### src/rtl/kernel_seq_ctrl.sv
// kernel_seq_ctrl: issue/drain sequencer for the c[i] = (a+2b)*(a+5b) kernel datapath.
// Optional busy-cycle counter enabled by defining KSEQ_PERF_CNT_EN.
`default_nettype none

module kernel_seq_ctrl #(
   parameter int AW      = 8,
   parameter int MEM_LAT = 1,
   parameter int DP_LAT  = 2
) (
   input  logic          clk,
   input  logic          rst,
   input  logic          start,
   input  logic [31:0]   n,
   input  logic          hold,
   output logic          busy,
   output logic          done,
   output logic          ovf,
   output logic          rd_en,
   output logic [AW-1:0] rd_addr,
   output logic          dp_valid,
   output logic          wr_en,
   output logic [AW-1:0] wr_addr,
   output logic [31:0]   cycles
);

   localparam int          TOT     = MEM_LAT + DP_LAT;
   localparam logic [AW:0] DEPTH_C = {1'b1, {AW{1'b0}}};
   localparam logic [32:0] DEPTH_W = 33'(1) << AW;

   localparam logic [1:0] S_IDLE  = 2'd0;
   localparam logic [1:0] S_ISSUE = 2'd1;
   localparam logic [1:0] S_DRAIN = 2'd2;
   localparam logic [1:0] S_DONE  = 2'd3;

   logic [1:0]    state_q, state_d;
   logic [AW:0]   count_q, count_d;
   logic [AW:0]   idx_q, idx_d;
   logic [AW:0]   wr_cnt_q, wr_cnt_d;
   logic          ovf_q, ovf_d;
   logic [TOT-1:0] vld_q;
   logic [AW-1:0] addr_q [TOT];

   logic          n_ovf_w;
   logic [AW:0]   n_cnt_w;

   assign n_ovf_w = ({1'b0, n} > DEPTH_W);
   assign n_cnt_w = n_ovf_w ? DEPTH_C : n[AW:0];

   assign rd_en    = (state_q == S_ISSUE) && !hold;
   assign rd_addr  = rd_en ? idx_q[AW-1:0] : '0;
   assign dp_valid = vld_q[MEM_LAT-1];
   assign wr_en    = vld_q[TOT-1];
   assign wr_addr  = addr_q[TOT-1];
   assign busy     = (state_q != S_IDLE);
   assign done     = (state_q == S_DONE);
   assign ovf      = ovf_q;

   always_comb begin
      state_d  = state_q;
      count_d  = count_q;
      idx_d    = idx_q;
      ovf_d    = ovf_q;
      wr_cnt_d = wr_en ? wr_cnt_q + (AW+1)'(1) : wr_cnt_q;
      case (state_q)
         S_IDLE: begin
            if (start) begin
               count_d  = n_cnt_w;
               ovf_d    = n_ovf_w;
               idx_d    = '0;
               wr_cnt_d = '0;
               state_d  = (n_cnt_w == '0) ? S_DONE : S_ISSUE;
            end
         end
         S_ISSUE: begin
            if (rd_en) begin
               idx_d = idx_q + (AW+1)'(1);
               if (idx_q == count_q - (AW+1)'(1)) state_d = S_DRAIN;
            end
         end
         S_DRAIN: begin
            // Leave on the edge that samples the last write strobe.
            if (wr_en && (wr_cnt_q + (AW+1)'(1) == count_q)) state_d = S_DONE;
         end
         default: state_d = S_IDLE;
      endcase
   end

   always_ff @(posedge clk or negedge rst) begin
      if (!rst) begin
         state_q  <= S_IDLE;
         count_q  <= '0;
         idx_q    <= '0;
         wr_cnt_q <= '0;
         ovf_q    <= 1'b0;
      end else begin
         state_q  <= state_d;
         count_q  <= count_d;
         idx_q    <= idx_d;
         wr_cnt_q <= wr_cnt_d;
         ovf_q    <= ovf_d;
      end
   end

   // Valid and address travel together through memory + datapath latency.
   always_ff @(posedge clk or negedge rst) begin
      if (!rst) begin
         vld_q <= '0;
         for (int i = 0; i < TOT; i++) addr_q[i] <= '0;
      end else begin
         vld_q     <= {vld_q[TOT-2:0], rd_en};
         addr_q[0] <= rd_addr;
         for (int i = 1; i < TOT; i++) addr_q[i] <= addr_q[i-1];
      end
   end

`ifdef KSEQ_PERF_CNT_EN
   logic [31:0] cyc_q;

   always_ff @(posedge clk or negedge rst) begin
      if (!rst) begin
         cyc_q <= '0;
      end else if ((state_q == S_IDLE) && start) begin
         cyc_q <= '0;
      end else if (busy) begin
         cyc_q <= cyc_q + 32'd1;
      end
   end

   assign cycles = cyc_q;
`else
   assign cycles = '0;
`endif

endmodule

`default_nettype wire

### config.mk
export PLATFORM = sky130hd
export DESIGN_NAME = kernel_seq_ctrl
export DESIGN_NICKNAME = d
export VERILOG_FILES = /design/src/rtl/kernel_seq_ctrl.sv
export SDC_FILE = /design/constraint.sdc
export NUM_CORES = 1
export LEC_CHECK = 0
export ABC_AREA = 1
export CORE_AREA = 3 3 86 88
export CTS_CLUSTER_SIZE = 16
export DETAILED_ROUTE_END_ITERATION = 12
export DIE_AREA = 0 0 89 91
export PLACE_DENSITY = 0.87
export SLEW_MARGIN = 15
export SYNTH_ARGS = -nofsm -noshare
export SYNTH_HDL_FRONTEND = slang
export SYNTH_SLANG_ARGS = --single-unit
### constraint.sdc
create_clock -name clk -period 2.4 [get_ports clk]
set_clock_uncertainty 0.1 [all_clocks]
set_input_delay 0.24 -clock clk [delete_from_list [all_inputs] [get_ports clk]]
set_output_delay 0.24 -clock clk [all_outputs]
set_load 0.02 [all_outputs]
After elaboration in Yosys (flattened, before gate mapping)
Index checks and enable logic that the tools add are counted.
Word-level totals
  flip-flop bits (word level): 57
  bits in latches: 0
  bits in writable memories: 0
  ROM bits: 0
  bits of input ports: 36
  output and inout bits: 54
  memories: 0
Operators by class
  add/sub/neg operators: 3
  multiply operators: 0
  divide/modulo/power cells: 0
  $lt $le $gt $ge: 1
  equal/unequal tests: 9
  shift-type cells: 0
  muxes and demuxes: 14
  bitwise gates (word level): 0
  reduce and logical (&&, ||, !) cells: 10
Operator list (number)
  two-way mux 9 bit: 6
  greater-than comparator 32 x 9 -> 1 bit (second input constant): 1
  adder 9 x 1 -> 9 bit (second input constant): 2
  == test 9 bit: 2
  case mux 9 bit (2 select lines): 1
  two-way mux 2 bit: 5
  logical NOT 9 bit: 1
  subtractor 9 x 1 -> 9 bit (second input constant): 1
  two-way mux 8 bit: 1
  inequality test 2 bit (second input constant): 3
  case mux 2 bit (3 select lines): 1
  == test 2 bit (second input constant): 2
  AND reduction 4 bit: 1
  nonzero test 2 bit: 2
  AND reduction 3 bit: 1
  == test 2 x 1 -> 1 bit (second input constant): 1
  logical AND 1 bit: 2
  logical NOT 2 bit: 1
  inequality test 2 x 1 -> 1 bit (second input constant): 1
  AND reduction 2 bit: 1
  logical NOT 1 bit: 1

Depth between registers and ports, before layout
  word-level depth: 6
  gate-level depth with buffers: 15

Least setup slack after synthesis
Ideal clock, no wire load.
  path type: reg-to-output
  start: register state_q[1]
  end: output port rd_addr[0]
  data arrival time: 1.756 ns
  data required time: 2.060 ns
  setup slack: 0.304 ns
  cell stages (with the launch flop): 7
  buffers on the path: 0
  path through: dfrtp_1 > inv_1 > ha_1 > inv_1 > nor2_1 > inv_1 > nor2_1
Between the ends
  cells in the longest elaborated chain, start to end: 3
Ends and longest elaborated chain
  start, declared: RTL line 35  | logic [1:0] state_q, state_d;
  start signal, assigned: RTL line 96  | state_q <= state_d;
  == test 2 x 1 -> 1 bit: RTL line 49  | assign rd_en = (state_q == S_ISSUE) && !hold;
  logical AND 1 bit: RTL line 49
  net rd_en: RTL line 18  | output logic rd_en,
  two-way mux 8 bit: RTL line 50  | assign rd_addr = rd_en ? idx_q[AW-1:0] : '0;
  end, declared: RTL line 19  | output logic [AW-1:0] rd_addr,
The timed path passes the listed nets, and every way through them passes these cells.

Final worst setup path
  start: register state_q[1]
  end: output port rd_addr[6]
Between the ends
  cells in the longest elaborated chain, start to end: 3
Ends and longest elaborated chain (RTL line)
  == test 2 x 1 -> 1 bit: 49
  logical AND 1 bit: 49
  two-way mux 8 bit: 50
No other way between the ends.

==> flow_summary.json <==
{
  "status": "completed",
  "vias": 2848,
  "yosysWarningCount": 0,
  "min_from": "addr_q[14]$_DFF_PN0_",
  "drc": 0,
  "initial_core_util_pct": 48.6,
  "cts-root-buf": "clkbuf_8",
  "regToRegSetupSlack_ps": 250,
  "cts_buffers": 9,
  "maxSlewHeadroom_pct": 59.7,
  "timing.rr.start": "state_q[0]$_DFFE_PN0P_",
  "drtPass1Iterations": 4,
  "whs_endpoint": "wr_addr[6]$_DFF_PN0_",
  "netlist_instances": 421,
  "totalPowerFinal_mw": 3.60,
  "path_class": "reg2out",
  "grt_usage_pct": 19.1,
  "post_cts.repair.setup_buffers": 0,
  "start_kind": "flip-flop",
  "die_x_um": 89,
  "layout_commonest_cell": "nand2_1",
  "maxSlewViolCount": 0,
  "avgViaCountPerCell": 5.04,
  "cts_tree": "built",
  "grt_max_degree": 34,
  "synth_top_area_share_pct": 43.7,
  "r2r-end": "idx_q[7]$_DFFE_PN0P_",
  "clockBufferDepth": 2,
  "dpl.hpwl_mm": 5.43,
  "fin_crit_sh_pct": 94.5,
  "drive_above_1_share_pct": 8.45,
  "drt_iter0_drc": 190,
  "cp.required_ps": 2060,
  "cts.sinks": 57,
  "io_buffers": 57,
  "grt_first_pass_wirelength_mm": 12.1,
  "hold_viol": 0,
  "reg2regPathDepth": 12,
  "tns_ps": 0,
  "ys_types": 30,
  "rsz0062_at_grt": "false",
  "die_height_um": 91,
  "worst_slew_pin_slew_ps": 604,
  "whs_path_depth": 0,
  "n_fill_cell": 584,
  "grt_overflow": 0,
  "core_area_um2": 6720,
  "num_rows": 30,
  "ys_ff_latch": 57,
  "maxCapViolCount": 0,
  "layout_common_cells": "93 x nand2_1, 57 x dfrtp_1, 53 x nor2_1",
  "ir_drop_v": 0.000771,
  "cp-end-kind": "primary output",
  "synth.area.top_cells": "dfrtp_1 44%, nand2_1 11%, buf_4 9.2%",
  "dieArea_um2": 8100,
  "ys_seq_area_share_pct": 43.7,
  "ios": 90,
  "gp_congestion": 0.863,
  "diodes": 0,
  "syn_to_final_growth_pct": 22.7,
  "synth_top_area_cell": "dfrtp_1",
  "leakage_nw": 2.04,
  "routedWlPerCell_um": 12.9,
  "ant_nets": 0,
  "path_max_fanout": 8,
  "cp.arrival_ps": 1930,
  "htreeDepth": 3,
  "min_period_ps": 2270,
  "insertion_delay_ps": 350,
  "syn_area_per_cell_um2": 7.76,
  "setup_viol": 0,
  "fmax_ghz": 0.441,
  "antenna_found_initial": 0,
  "netlist_area_um2": 3270,
  "nets": 525,
  "grt_pass1_vias": 2727,
  "wirelength_mm": 7.28,
  "power_density_nw_per_um2": 899,
  "hp-class": "reg2reg",
  "path_clk_slew_ps": 60
}
[Yosys cell counts (all sizes together)]
cell and n:
a21oi 14, buf 41, clkbuf 3, conb 1
dfrtp 57, ha 8, inv 51, nand2 94
nand3 39, nand4 7, nor2 59, nor3 6
nor3b 5, o211ai 1, o21ai 25, o31ai 1
or2 1, xnor2 3, xor2 5
[routing by layer]
layer	routed length (um)	vias to the layer above	track usage [%]	share of wire, %
li1	-	1388	-	-
met1	2870	1319	21.9	39
met2	3690	117	32.3	51
met3	488	24	5.44	6.7
met4	233	0	9.06	3.2
met5	0	-	0	0
[power breakdown]
part	internal [mW]	switching, mW	leakage (nW)
logic	0.467	0.750	1.16
registers	1.13	0.197	0.770
clock network	0.679	0.385	0.115
total	2.27	1.33	2.04
[critical path, stage by stage (launching register included)]
cell and delay [ps]:
dfrtp_1 430, inv_1 100, ha_1 180, inv_1 70
nor2_2 150, inv_2 110, nor2_1 180, dlygate4sd2_1 360
[state kept, by name (all words and copies together), names as in the netlist]
name / flops
addr_q: 16
wr_addr: 8
ovf: 1
wr_cnt_q: 9
count_q: 9
idx_q: 9
vld_q: 3
state_q: 2
[final cells by class]
cell class                 count  area, um2  area share (%)
clock buffer                   9        124            3.09
clock inverter                 6        108            2.68
inverter                      51        191            4.78
multi-input combinational    300       1450            36.2
sequential                    57       1430            35.6
tap                           80        100            2.50
timing repair buffer          62        608            15.2
[how the worst max path moves through the flow]
stage | start | endpoint | cells past startpoint
floorplan | state_q[1]$_DFFE_PN0P_ | rd_addr[0] | 6
global route | wr_cnt_q[0]$_DFF_PN0_ | state_q[0]$_DFFE_PN0P_ | 14
global placement | hold | rd_addr[4] | 5
detailed placement | hold | rd_addr[6] | 5
finish | state_q[1]$_DFFE_PN0P_ | rd_addr[6] | 7
CTS | state_q[1]$_DFFE_PN0P_ | rd_addr[6] | 7
[what timing repair did]
| action | CTS | global route |
|---|---|---|
| cloned | 0 | 0 |
| hold buffers | 1 | 0 |
| gates resized for setup | 8 | 2 |
| setup endpoints to repair | 8 | 9 |
| hold endpoints to repair | 24 | 0 |
[through the flow]
step | setup slack, ps | area (um2) | std cells | hold WS (ps) | util (%)
floorplan | 304 | 3380 | 452 | -156 | -
global placement | 214 | 3770 | 549 | 183 | 56.2
detailed placement | 106 | 3770 | 549 | 178 | 56.2
CTS | 10.2 | 4010 | 565 | 250 | 59.6
global route | 30.9 | 4010 | 565 | 263 | 59.6
finish | 132 | 4010 | 565 | 249 | 59.6
[logic make-up (layout without fill, tap and decap cells)]
family | after synthesis | in the layout | share of synthesized area [%]
AND/OR/NAND/NOR | 211 | 211 | 28.5
buffers and inverters | 95 | 128 | 15.6
flip-flops | 57 | 57 | 43.7
AO/OA/AOI/OAI | 41 | 41 | 6.90
adder cells (fa/ha/maj) | 8 | 8 | 3.07
XOR/XNOR | 8 | 8 | 2.15
other | 1 | 32 | 0.115
Note: power is estimated with default switching activity, not from simulation.
